### config.mk
export PLATFORM = sky130hd
export DESIGN_NAME = rom_dump_sequencer
export DESIGN_NICKNAME = d
export VERILOG_FILES = /design/src/rtl/rom_reader_pkg.sv /design/src/rtl/rom_access_timer.sv /design/src/rtl/rom_dump_sequencer.sv
export SDC_FILE = /design/constraint.sdc
export NUM_CORES = 1
export LEC_CHECK = 0
export ABC_CLOCK_PERIOD_IN_PS = 1900
export BUFFER_PORTS_ARGS = -buffer_cell sky130_fd_sc_hd__buf_2
export CAP_MARGIN = 20
export CORE_ASPECT_RATIO = 1.25
export CORE_MARGIN = 10
export CORE_UTILIZATION = 52
export DETAILED_ROUTE_END_ITERATION = 10
export HOLD_SLACK_MARGIN = 0.05
export PLACE_DENSITY = 0.83
export SYNTH_ARGS = -nofsm -noshare
export SYNTH_HDL_FRONTEND = slang
export SYNTH_SLANG_ARGS = --single-unit
### constraint.sdc
create_clock -name clk -period 1.9 [get_ports clk]
set_input_delay 0.19 -clock clk [delete_from_list [all_inputs] [get_ports clk]]
set_output_delay 0.19 -clock clk [all_outputs]
set_load 0.05 [all_outputs]
### src/rtl/rom_reader_pkg.sv
// Shared definitions for the IP3601/IP3604 ROM reader datapath.
//   - Chip type codes.
//   - Per-chip last address and data width.
//   - Dump sequencer state encoding.
package rom_reader_pkg;

  localparam logic CHIP_IP3601 = 1'b0;
  localparam logic CHIP_IP3604 = 1'b1;

  localparam int unsigned IP3601_LAST_ADDR  = 255;
  localparam int unsigned IP3604_LAST_ADDR  = 511;
  localparam int unsigned IP3601_DATA_WIDTH = 4;

  typedef enum logic [2:0] {
    SEQ_IDLE,
    SEQ_ACCESS,
    SEQ_SAMPLE,
    SEQ_PUSH,
    SEQ_DONE
  } seq_state_e;

endpackage

### src/rtl/rom_access_timer.sv
// Loadable down-counter that times the ROM access window.
//   clk_i    board clock
//   rst_ni   asynchronous active-low reset
//   load_i   load ACCESS_CYCLES-1 (takes priority over count_i)
//   count_i  decrement while non-zero
//   zero_o   counter has reached 0
module rom_access_timer #(
  parameter int unsigned ACCESS_CYCLES = 50
) (
  input  logic clk_i,
  input  logic rst_ni,
  input  logic load_i,
  input  logic count_i,
  output logic zero_o
);

  localparam int unsigned CW = $clog2(ACCESS_CYCLES + 1);

  logic [CW-1:0] cnt_q, cnt_d;

  always_comb begin
    cnt_d = cnt_q;
    if (load_i) begin
      cnt_d = CW'(ACCESS_CYCLES - 1);
    end else if (count_i && (cnt_q != '0)) begin
      cnt_d = cnt_q - 1'b1;
    end
  end

  always_ff @(posedge clk_i or negedge rst_ni) begin
    if (!rst_ni) begin
      cnt_q <= '0;
    end else begin
      cnt_q <= cnt_d;
    end
  end

  assign zero_o = (cnt_q == '0);

endmodule

### src/rtl/rom_dump_sequencer.sv
// Full-chip ROM dump controller: walks every address of the selected chip,
// waits the access time, samples the data pins and offers each word on a
// valid/ready stream.
//   clk, reset_n                  clock, async active-low reset
//   start, abort                  begin dump (ignored while busy) / stop dump
//   chip_type                     0 = IP3601 (256 x 4), 1 = IP3604 (512 x 8)
//   chip_data_in                  ROM data pins
//   chip_address, chip_select_n   ROM address pins and active-low selects
//   out_data, out_address         sampled word and its address
//   out_valid, out_ready          stream handshake
//   busy, done                    dump in progress / 1-cycle completion pulse
module rom_dump_sequencer
  import rom_reader_pkg::*;
#(
  parameter int unsigned ADDRESS_WIDTH = 9,
  parameter int unsigned DATA_WIDTH    = 8,
  parameter int unsigned SELECT_WIDTH  = 4,
  parameter int unsigned ACCESS_CYCLES = 50
) (
  input  logic                     clk,
  input  logic                     reset_n,
  input  logic                     start,
  input  logic                     abort,
  input  logic                     chip_type,
  input  logic [DATA_WIDTH-1:0]    chip_data_in,
  output logic [ADDRESS_WIDTH-1:0] chip_address,
  output logic [SELECT_WIDTH-1:0]  chip_select_n,
  output logic [DATA_WIDTH-1:0]    out_data,
  output logic [ADDRESS_WIDTH-1:0] out_address,
  output logic                     out_valid,
  input  logic                     out_ready,
  output logic                     busy,
  output logic                     done
);

  seq_state_e               state_q, state_d;
  logic [ADDRESS_WIDTH-1:0] addr_q, addr_d;
  logic                     type_q, type_d;
  logic [DATA_WIDTH-1:0]    data_q, data_d;
  logic [ADDRESS_WIDTH-1:0] oaddr_q, oaddr_d;

  logic                     timer_load;
  logic                     timer_zero;
  logic [ADDRESS_WIDTH-1:0] last_addr;
  logic [DATA_WIDTH-1:0]    data_mask;
  logic [DATA_WIDTH-1:0]    sampled;
  logic [SELECT_WIDTH-1:0]  sel_pattern;

  rom_access_timer #(
    .ACCESS_CYCLES(ACCESS_CYCLES)
  ) u_timer (
    .clk_i  (clk),
    .rst_ni (reset_n),
    .load_i (timer_load),
    .count_i(state_q == SEQ_ACCESS),
    .zero_o (timer_zero)
  );

  assign last_addr = (type_q == CHIP_IP3604) ? ADDRESS_WIDTH'(IP3604_LAST_ADDR)
                                             : ADDRESS_WIDTH'(IP3601_LAST_ADDR);

  // IP3601 only drives the low nibble; the upper pins float and are discarded.
  always_comb begin
    data_mask = '0;
    for (int unsigned i = 0; i < DATA_WIDTH; i++) begin
      data_mask[i] = (i < IP3601_DATA_WIDTH);
    end
    sampled = (type_q == CHIP_IP3604) ? chip_data_in : (chip_data_in & data_mask);
  end

  always_comb begin
    sel_pattern = '0;
    if (type_q == CHIP_IP3601) begin
      sel_pattern      = '1;
      sel_pattern[1:0] = 2'b00;
    end
  end

  always_comb begin
    state_d    = state_q;
    addr_d     = addr_q;
    type_d     = type_q;
    data_d     = data_q;
    oaddr_d    = oaddr_q;
    timer_load = 1'b0;

    if (abort) begin
      // abort outranks start in IDLE and out_ready in PUSH
      state_d = SEQ_IDLE;
    end else begin
      unique case (state_q)
        SEQ_IDLE: begin
          if (start) begin
            state_d    = SEQ_ACCESS;
            addr_d     = '0;
            type_d     = chip_type;
            timer_load = 1'b1;
          end
        end
        SEQ_ACCESS: begin
          if (timer_zero) state_d = SEQ_SAMPLE;
        end
        SEQ_SAMPLE: begin
          data_d  = sampled;
          oaddr_d = addr_q;
          state_d = SEQ_PUSH;
        end
        SEQ_PUSH: begin
          if (out_ready) begin
            if (addr_q == last_addr) begin
              state_d = SEQ_DONE;
            end else begin
              addr_d     = addr_q + 1'b1;
              timer_load = 1'b1;
              state_d    = SEQ_ACCESS;
            end
          end
        end
        SEQ_DONE: state_d = SEQ_IDLE;
        default:  state_d = SEQ_IDLE;
      endcase
    end
  end

  always_ff @(posedge clk or negedge reset_n) begin
    if (!reset_n) begin
      state_q <= SEQ_IDLE;
      addr_q  <= '0;
      type_q  <= CHIP_IP3601;
      data_q  <= '0;
      oaddr_q <= '0;
    end else begin
      state_q <= state_d;
      addr_q  <= addr_d;
      type_q  <= type_d;
      data_q  <= data_d;
      oaddr_q <= oaddr_d;
    end
  end

  // Status and select outputs decode straight from registered state, so they
  // follow reset and abort without extra flops.
  assign chip_address  = addr_q;
  assign chip_select_n = ((state_q == SEQ_ACCESS) || (state_q == SEQ_SAMPLE) ||
                          (state_q == SEQ_PUSH)) ? sel_pattern : '1;
  assign out_data      = data_q;
  assign out_address   = oaddr_q;
  assign out_valid     = (state_q == SEQ_PUSH);
  assign busy          = (state_q != SEQ_IDLE);
  assign done          = (state_q == SEQ_DONE);

endmodule
==> results of run 1 <==
-- timing repair --
action	4_1_cts	5_1_grt
resized for setup	0	2
hold buffers	1	0
hold endpoints to repair	36	0
endpoints found under the setup margin	0	5
buffers inserted	0	1
-- registers in the layout, summed over array words and instances, names as in the netlist --
name	count
out_address	9
u_timer.cnt_q	6
chip_address	9
state_q	3
type_q	1
out_data	8
-- per-stage QoR --
stage | setup slack, ns | cell area (um^2) | instances
after CTS | 0.07398 | 2295 | 262
after global placement | 0.1775 | 2158 | 253
final | 0.1037 | 2305 | 263
after global routing | 0.006942 | 2305 | 263
after floorplan | 0.006947 | 1877 | 171
after detailed placement | 0.09583 | 2158 | 253
-- area by class of cell --
class	instances	area, um^2	share of cell area [%]
flip-flops and latches	36	905.9	39.31
repair buffers	56	320.3	13.90
multi-input cells	114	865.8	37.57
clock inverters	1	30.03	1.303
inverters	10	37.54	1.629
clock buffers	7	96.34	4.180
well taps	39	48.80	2.117
-- cell usage in the layout (no fill, tap or decap), drive strengths merged, types with 2 or more instances in the layout --
cell type / Yosys / routed
a21oi: 8 / 8
and2: 3 / 3
buf: 9 / 55
clkbuf: 2 / 7
dfrtp: 36 / 36
ha: 3 / 3
inv: 10 / 10
mux2: 14 / 14
nand2: 11 / 11
nand2b: 2 / 2
nand3: 6 / 6
nand4: 2 / 2
nor2: 9 / 9
nor3: 4 / 4
nor3b: 2 / 2
nor4: 2 / 2
o2111ai: 3 / 3
o211ai: 2 / 2
o21ai: 9 / 9
o31ai: 7 / 7
or2: 3 / 3
or3: 5 / 5
or4: 6 / 6
xor2: 4 / 4
-- cell usage after synthesis (all sizes together) --
master	count	area share, %
or2	3	1.1
xor2	4	1.9
mux2	14	8.4
nand2b	2	0.67
nor4	2	1.3
a21oi	8	2.1
a311o	1	0.53
or4	6	2.4
xnor2	1	0.47
nand4	2	0.67
o31ai	7	2.8
nand2	11	2.2
clkbuf	2	0.40
nor3	4	1.1
or3	5	1.7
o21ai	9	2.6
nor4b	1	1.3
o2111ai	3	2.3
and3	1	0.60
inv	10	2.0
or4b	1	0.53
o21a	1	0.40
nor2b	1	0.33
nor2	9	1.8
nand3	6	1.9
ha	3	2.0
nor3b	2	1.7
a211oi	1	0.67
buf	9	3.8
o211ai	2	0.80
and2	3	1.0
a22o	1	0.47
dfrtp	36	48
-- power by group --
group          internal [uW]  switching (uW)  total, uW
Combinational            139             261        400
Clock                    463             256        718
Sequential               836            57.2        893
Total                   1440             574       2010
-- cells by family after synthesis --
kind of cell	count (synthesis)	share of synthesized area (%)
AO/OA/AOI/OAI	33	12.75
adder cells (fa/ha/maj)	3	2.003
flip-flops	36	48.06
buffers and inverters	21	6.208
multiplexers	14	8.411
AND/OR/NAND/NOR	59	20.23
XOR/XNOR	5	2.336
-- per-layer routing --
metal | share of wire, % | vias to the layer above
li1 | - | 718
met1 | 42 | 673
met3 | 7.7 | 4
met5 | 0 | -
met2 | 49 | 35
met4 | 0.86 | 0
-- final timing paths --
check	from	end	slack (ns)	cells after the start
max	state_q[1]	chip_address[5]	0.10	5
min	chip_type	type_q	0.10	3
max reg2reg	state_q[1]	chip_address[5]	0.10	5
min reg2reg	out_address[4]	out_address[4]	0.50	1
max in group asynchronous	reset_n	chip_address[0]	0.83	2
min in group asynchronous	reset_n	u_timer.cnt_q[2]	0.52	2
-- critical path: cells and delay by family (launching register included) --
family	cells	cell delay [ns]
AOI/OAI and AO/OA	1	0.17
DFF	1	0.46
buffers and inverters	1	0.19
and+or+nand+nor	3	0.89
==> results.toml, run 1 <==
[outcome]
outcome = "complete, no violations"

[global_routing]
antenna_found_initial = 0
grt_util_met3_pct = 4.680
grtUsageMet1_pct = 14.98
grt_pass1_vias = 1446
grt_pass1_wl_um = 6630
top_usage_layer = "met2"
track_usage_pct = 12.67
grtUsageMet2_pct = 21.04
grt_max_degree = 37
grt_overflow = 0

[synth]
netlist_area_um2 = 1874
yosys_register_bits = 36
syn_inst = 171
synth-seq-area-share_pct = 48.06
syn_area_per_cell_um2 = 10.96
ys_types = 41
yosysWarnings = 0
syn_nets = 188

[power_and_ir_drop]
power_uw = 2012
peakVddDrop_v = 0.0006536
p_leak_uw = 0.001096
pwr_density_cell_nw_per_um2 = 872.9

[timing]
slew_headroom_pct = 47.87
skew_ns = 0.002366
setup_tns_ns = 0
drv_slew = 0
rsz0062_at_grt = "no"
tightest_slew_ns = 0.7819
holdWs_ns = 0.1042
hold_viol_final = 0
setup_viol = 0
max_freq_mhz = 556.7
period_needed_ns = 1.796
finalCritPeriodShare_pct = 94.54

[die]
dieArea_um2 = 6421
core_area_um2 = 3483
die_h_um = 87.13
rows = 24
die_w_um = 73.70
start_util_pct = 53.81
io_pins = 47

[drt]
drc_errors = 0
drt_iter0_drc = 38
drtPass1Iterations = 3
viasPerCell = 5.437
wirelength_um = 3971
drtAntennaViolNets = 0
wire_per_inst_um = 15.10
vias = 1430

[worst_hold_path]
hold_class = "input port to flop"

[clock_network]
clkSinkCount = 36
cts_tree = "built"
cts_root_buffer = "clkbuf_8"
numCtsBuffers = 5
clockBufferDepth = 2
h-tree-depth = 2
clock_latency_ns = 0.28
clk_pin_slew_ns = 0.07

[critical_path]
path_class = "flop to flop"
crit_path_top_delay_cell = "or4_1"
critPathLaunchType = "flop"
endpoint_kind = "flop"
critPathMaxFanout = 16
cpPeakStageDelay_ns = 0.50
cp_data_required_time_ns = 2.10
worstPathArrival_ns = 2.00
cp_cell_sequence = "nor4b_4 -> nor4_2 -> buf_4 -> or4_1 -> a21oi_1"

[layout]
final_util_pct = 66.16
drive_gt1_share_pct = 41.96
synthToLayoutAreaGrowth_pct = 22.96
diodes = 0
fin_nets = 240
nFillCells = 282

[placed_design]
dpl.hpwl_um = 3054
place.port_buffers = 46
globalplace.congestion = 0.8405

[flow_run]
cap_violations = 0
(Power assumes the default switching activity.)
==> inputs of run 2 (changes only) <==
--- a/config.mk
+++ b/config.mk
@@ -6,12 +6,12 @@
 export NUM_CORES = 1
 export LEC_CHECK = 0
 export ABC_CLOCK_PERIOD_IN_PS = 1900
-export BUFFER_PORTS_ARGS = -buffer_cell sky130_fd_sc_hd__buf_2
 export CAP_MARGIN = 20
 export CORE_ASPECT_RATIO = 1.25
 export CORE_MARGIN = 10
-export CORE_UTILIZATION = 52
+export CORE_UTILIZATION = 62
 export DETAILED_ROUTE_END_ITERATION = 10
+export DONT_BUFFER_PORTS = 1
 export HOLD_SLACK_MARGIN = 0.05
 export PLACE_DENSITY = 0.83
 export SYNTH_ARGS = -nofsm -noshare
==> run 2 against run 1 <==
  * Count of clock-buffer cells in the layout is 1 lower
  * Utilization grew 10 points
  * Routed wire length is 6.8% higher
  * First-iteration DRC count is 120% higher
  * Clock power decreased by 28%
  * Sequential power is 6.9% higher
  * Non-clock buffer count is 23 lower
  * Total power decreased by 10%
  * Flip-flop and latch count unchanged
  * Die area shrank 12%
  * Design area fell by 3.5%
  * Critical endpoint is now chip_address[6]
  * Highest routed layer unchanged
==> results.toml, run 2 (synthesis results as in run 1) <==
[critical_path]
cp_data_required_time_ns = 2.16
r2r-start = "state_q[1]"
rr_worst_depth = 5
r2r-end = "chip_address[6]"
cpPeakStageDelay_ns = 0.51
cp_cell_sequence = "nor4b_4 -> nor4_2 -> buf_4 -> or4_1 -> a21oi_1"
endpoint_kind = "flop"
cp-endpoint = "chip_address[6]"
critPathMaxFanout = 16
rrSetupSlack_ns = 0.08
critPathLaunchType = "flop"
worstPathArrival_ns = 2.08
cp-startpoint = "state_q[1]"
path_class = "flop to flop"
crit_path_top_delay_cell = "or4_1"

[drt]
wire_per_inst_um = 17.90
drtPass1Iterations = 4
viasPerCell = 5.886
vias = 1395
drtAntennaViolNets = 0
wirelength_um = 4242
drc_errors = 0
drt_iter0_drc = 82

[timing]
rsz0062_at_grt = "no"
slew_headroom_pct = 66.29
skew_ns = 0.006710
period_needed_ns = 1.821
finalCritPeriodShare_pct = 95.82
drv_slew = 0
hold_viol_final = 0
setup_viol = 0
tightest_slew_ns = 0.5092
max_freq_mhz = 549.3
setup_tns_ns = 0

[layout]
fin_nets = 217
fin_area_um2 = 2223
diodes = 0
final_common_cell = "dfrtp_1"
synthToLayoutAreaGrowth_pct = 18.62
layout_common_cells = "32 x dfrtp_1, 21 x buf_4, 14 x mux2_2"
drive_gt1_share_pct = 30.35
multiInputGateArea_um2 = 870.8
seqCellArea_um2 = 905.9
nFillCells = 193

[clock_network]
cts_root_buffer = "clkbuf_4"
cts_tree = "built"
clkSinkCount = 36
clk_pin_slew_ns = 0.10
numCtsBuffers = 5
clock_latency_ns = 0.34
clockBufferDepth = 2
h-tree-depth = 2

[die]
start_util_pct = 64.24
io_pins = 47
dieArea_um2 = 5636
core_area_um2 = 2918
die_h_um = 81.47
die_w_um = 69.18
rows = 22

[global_routing]
grt_pass1_vias = 1449
grt_max_degree = 37
track_usage_pct = 15.58
antenna_found_initial = 0
grt_overflow = 0
grt_pass1_wl_um = 7155

[power_and_ir_drop]
p_leak_uw = 0.0009716
peakVddDrop_v = 0.0006648
pwr_density_cell_nw_per_um2 = 813.1

[placed_design]
place_area_um2 = 2007
globalplace.congestion = 0.7710
dpl.hpwl_um = 3025
place.port_buffers = 0

[worst_hold_path]
hold_class = "input port to flop"
whs_path_depth = 3

[flow_run]
cap_violations = 0

[outcome]
outcome = "complete, no violations"
==> run 2: cell count changes in the layout (fill, tap and decap cells not counted), sizes merged <==
cell         previous run  this run
clkinv                  0         1
clkbuf                  7         6
buf                    55        22
dlygate4sd3             1        11
==> run 2: through the flow <==
step / instances / power (uW) / utilization, % / hold slack, ns / setup WS, ns
3_3_place_gp: 216 / 1245 / 68.78 / -0.1045 / 0.1361
2_1_floorplan: 171 / 1205 / - / -0.1056 / 0.006947
3_5_place_dp: 216 / 1267 / 68.78 / -0.1045 / 0.05652
4_1_cts: 236 / 1828 / 75.86 / 0.06210 / 0.04247
6_report: 237 / 1808 / 76.20 / 0.07405 / 0.07934
5_1_grt: 237 / 1917 / 76.20 / 0.05529 / 0.01142
==> run 2: area by class of cell <==
cell class	instances	area share [%]
tap	36	2.026
sequential	36	40.74
clock buffer	6	1.857
clock inverter	2	1.576
inverter	10	1.688
timing repair buffer	33	12.94
multi-input combinational	114	39.17
==> run 2: where the power goes <==
part           switching [uW]  total [uW]  internal, uW  leakage [uW]
registers                 121         955           834      0.000463
clock network             243         519           276     0.0000422
logic                     199         334           135      0.000466
total                     563        1810          1240      0.000972
==> run 2: worst max-delay path: cells and delay by family, from the launching register on <==
family / cells / cell delay, ns
and+or+nand+nor: 3 / 0.90
buffers and inverters: 1 / 0.19
AOI/OAI and AO/OA: 1 / 0.16
DFF: 1 / 0.49
==> run 2: what timing repair did <==
| item | 4_1_cts | 5_1_grt |
|---|---|---|
| hold endpoints to repair | 47 | 0 |
| buffers inserted | 0 | 1 |
| hold buffers | 12 | 0 |
| gates resized for setup | 0 | 2 |
| endpoints found under the setup margin | 0 | 13 |
==> run 2: worst min path at each step <==
stage | from | endpoint
4_1_cts | abort | type_q
6_report | abort | type_q
5_1_grt | abort | type_q
3_3_place_gp | reset_n | state_q[0]
3_5_place_dp | reset_n | out_data[5]
2_1_floorplan | reset_n | chip_address[0]
==> run 2: metal layers <==
metal / global-route usage [%] / routed length (um) / vias to the layer above
met5: 0 / 0 / -
met4: 8.065 / 97 / 0
met3: 6.634 / 376 / 11
met2: 26.56 / 2095 / 43
met1: 16.31 / 1672 / 668
li1: - / - / 673
==> inputs of run 3 (changes only) <==
--- a/config.mk
+++ b/config.mk
@@ -14,6 +14,7 @@
 export DONT_BUFFER_PORTS = 1
 export HOLD_SLACK_MARGIN = 0.05
 export PLACE_DENSITY = 0.83
+export RECOVER_POWER = 50
 export SYNTH_ARGS = -nofsm -noshare
 export SYNTH_HDL_FRONTEND = slang
 export SYNTH_SLANG_ARGS = --single-unit
==> run 3 against run 2 <==
  * Largest cell class unchanged
  * Count of clock-buffer cells in the layout stayed put
  * First-iteration DRC count increased by 30%
  * Non-clock buffer count did not move
  * Total power is 0.38% lower
  * Utilization fell by 0.77 points
  * Critical path type unchanged
  * Largest power group unchanged
  * Clock skew fell by 0.00078 ns
  * Worst setup slack improved by 0.00096 ns
  * Design area fell by 1.0%
==> results.toml, run 3 (synthesis results as in run 1) <==
[clock_network]
clkSinkCount = 36
cts_root_buffer = "clkbuf_4"
clock_latency_ns = 0.33
clk_pin_slew_ns = 0.10
clockBufferDepth = 2
cts_tree = "built"
numCtsBuffers = 5
h-tree-depth = 2

[critical_path]
r2r-start = "state_q[1]"
rr_worst_depth = 5
cp_data_required_time_ns = 2.16
endpoint_kind = "flop"
r2r-end = "chip_address[6]"
rrSetupSlack_ns = 0.08
critPathMaxFanout = 16
critPathLaunchType = "flop"
path_class = "flop to flop"
worstPathArrival_ns = 2.08

[timing]
holdWs_ns = 0.07548
slew_headroom_pct = 41.70
hold_viol_final = 0
skew_ns = 0.005928
tightest_slew_ns = 0.8745
max_freq_mhz = 549.5
period_needed_ns = 1.820
setup_viol = 0
drv_slew = 0
setup_tns_ns = 0
rsz0062_at_grt = "no"
finalCritPeriodShare_pct = 95.77

[power_and_ir_drop]
sw_frac_of_total_pct = 31.11
p_leak_uw = 0.0009579
pwr-share-clk_pct = 28.7
seq_power_share_pct = 53.1
internal-power_uw = 1241
pwr-share-comb_pct = 18.2
pwr_density_cell_nw_per_um2 = 818.3
p_sw_uw = 560.3
peakVddDrop_v = 0.0006640

[placed_design]
dpl.hpwl_um = 3025
globalplace.congestion = 0.7710
place.port_buffers = 0

[layout]
drive_gt1_share_pct = 29.35
final_common_cell = "dfrtp_1"
synthToLayoutAreaGrowth_pct = 17.42
diodes = 0
layout_common_cells = "32 x dfrtp_1, 19 x buf_4, 14 x mux2_2"
fin_nets = 217

[worst_hold_path]
whs_path_depth = 3
worstHoldStart = "abort"
min_to = "type_q"
hold_class = "input port to flop"

[global_routing]
top_usage_layer = "met2"
grt_pass1_wl_um = 7155
grt_max_degree = 37
grt_pass1_vias = 1449
track_usage_pct = 15.58
grtUsageMet1_pct = 16.31
grt_overflow = 0
antenna_found_initial = 0
grt_util_met3_pct = 6.634
grtUsageMet2_pct = 26.56

[drt]
drc_errors = 0
wire_per_inst_um = 17.89
wirelength_um = 4239
drt_iter0_drc = 107
vias = 1407
drtAntennaViolNets = 0
viasPerCell = 5.937
drtPass1Iterations = 4

[flow_run]
cap_violations = 0

[die]
rows = 22
io_pins = 47
core_area_um2 = 2918
die_h_um = 81.47
start_util_pct = 64.24
die_w_um = 69.18
dieArea_um2 = 5636

[outcome]
outcome = "complete, no violations"
-- run 3: cell types whose count changed in the layout (fill, tap and decap cells not counted) --
cell      before  now
buf_4         21   19
clkbuf_1       1    3
buf_12         1    0
clkbuf_2       0    1
-- run 3: power groups by stage --
stage / Clock (uW) / Combinational [uW] / Sequential (uW)
2_1_floorplan: 0 / 239 / 966
3_3_place_gp: 0 / 278 / 967
3_5_place_dp: 0 / 295 / 972
4_1_cts: 536 / 336 / 956
5_1_grt: 579 / 368 / 966
6_report: 517 / 329 / 955
-- run 3: critical path, cell delays in order (launching register included) --
cell and delay (ns):
dfrtp_2 0.49, nor4b_4 0.33, nor4_2 0.06, buf_4 0.19, or4_1 0.51, a21oi_1 0.16
-- run 3: per-layer routing --
layer | vias to the layer above | share of wire (%)
met3 | 15 | 9.5
met4 | 0 | 2.5
met5 | - | 0
li1 | 672 | -
met2 | 58 | 50
met1 | 662 | 38
-- run 3: area by class of cell --
class	count	area, um^2
inverter	10	37.54
clock inverter	2	35.03
sequential	36	905.9
tap	36	45.04
clock buffer	6	41.29
fill	197	716.9
multi-input combinational	114	870.8
timing repair buffer	33	265.3
-- run 3: per-stage QoR --
stage | instances | power (uW) | worst slack (ns) | utilization [%] | cell area (um^2)
2_1_floorplan | 171 | 1205 | 0.006947 | - | 1877
3_3_place_gp | 216 | 1245 | 0.1361 | 68.78 | 2007
3_5_place_dp | 216 | 1267 | 0.05652 | 68.78 | 2007
4_1_cts | 236 | 1828 | 0.04247 | 75.86 | 2213
5_1_grt | 237 | 1912 | 0.01141 | 75.43 | 2201
6_report | 237 | 1801 | 0.08029 | 75.43 | 2201
-- run 3: repair_timing --
| item | CTS | global route |
|---|---|---|
| endpoints found under the setup margin | 0 | 13 |
| buffers inserted | 0 | 1 |
| hold endpoints to repair | 47 | 0 |
| hold buffers | 12 | 0 |
| gates resized for setup | 0 | 2 |
-- run 3: worst max-delay path by stage --
stage	from	end	slack, ns	cells after the start
after floorplan	chip_address[2]	chip_address[0]	0.007	5
after global placement	state_q[1]	out_address[3]	0.14	4
after detailed placement	state_q[1]	chip_address[6]	0.06	5
after CTS	state_q[1]	chip_address[6]	0.04	5
after global routing	state_q[1]	chip_address[7]	0.01	5
final	state_q[1]	chip_address[6]	0.08	5
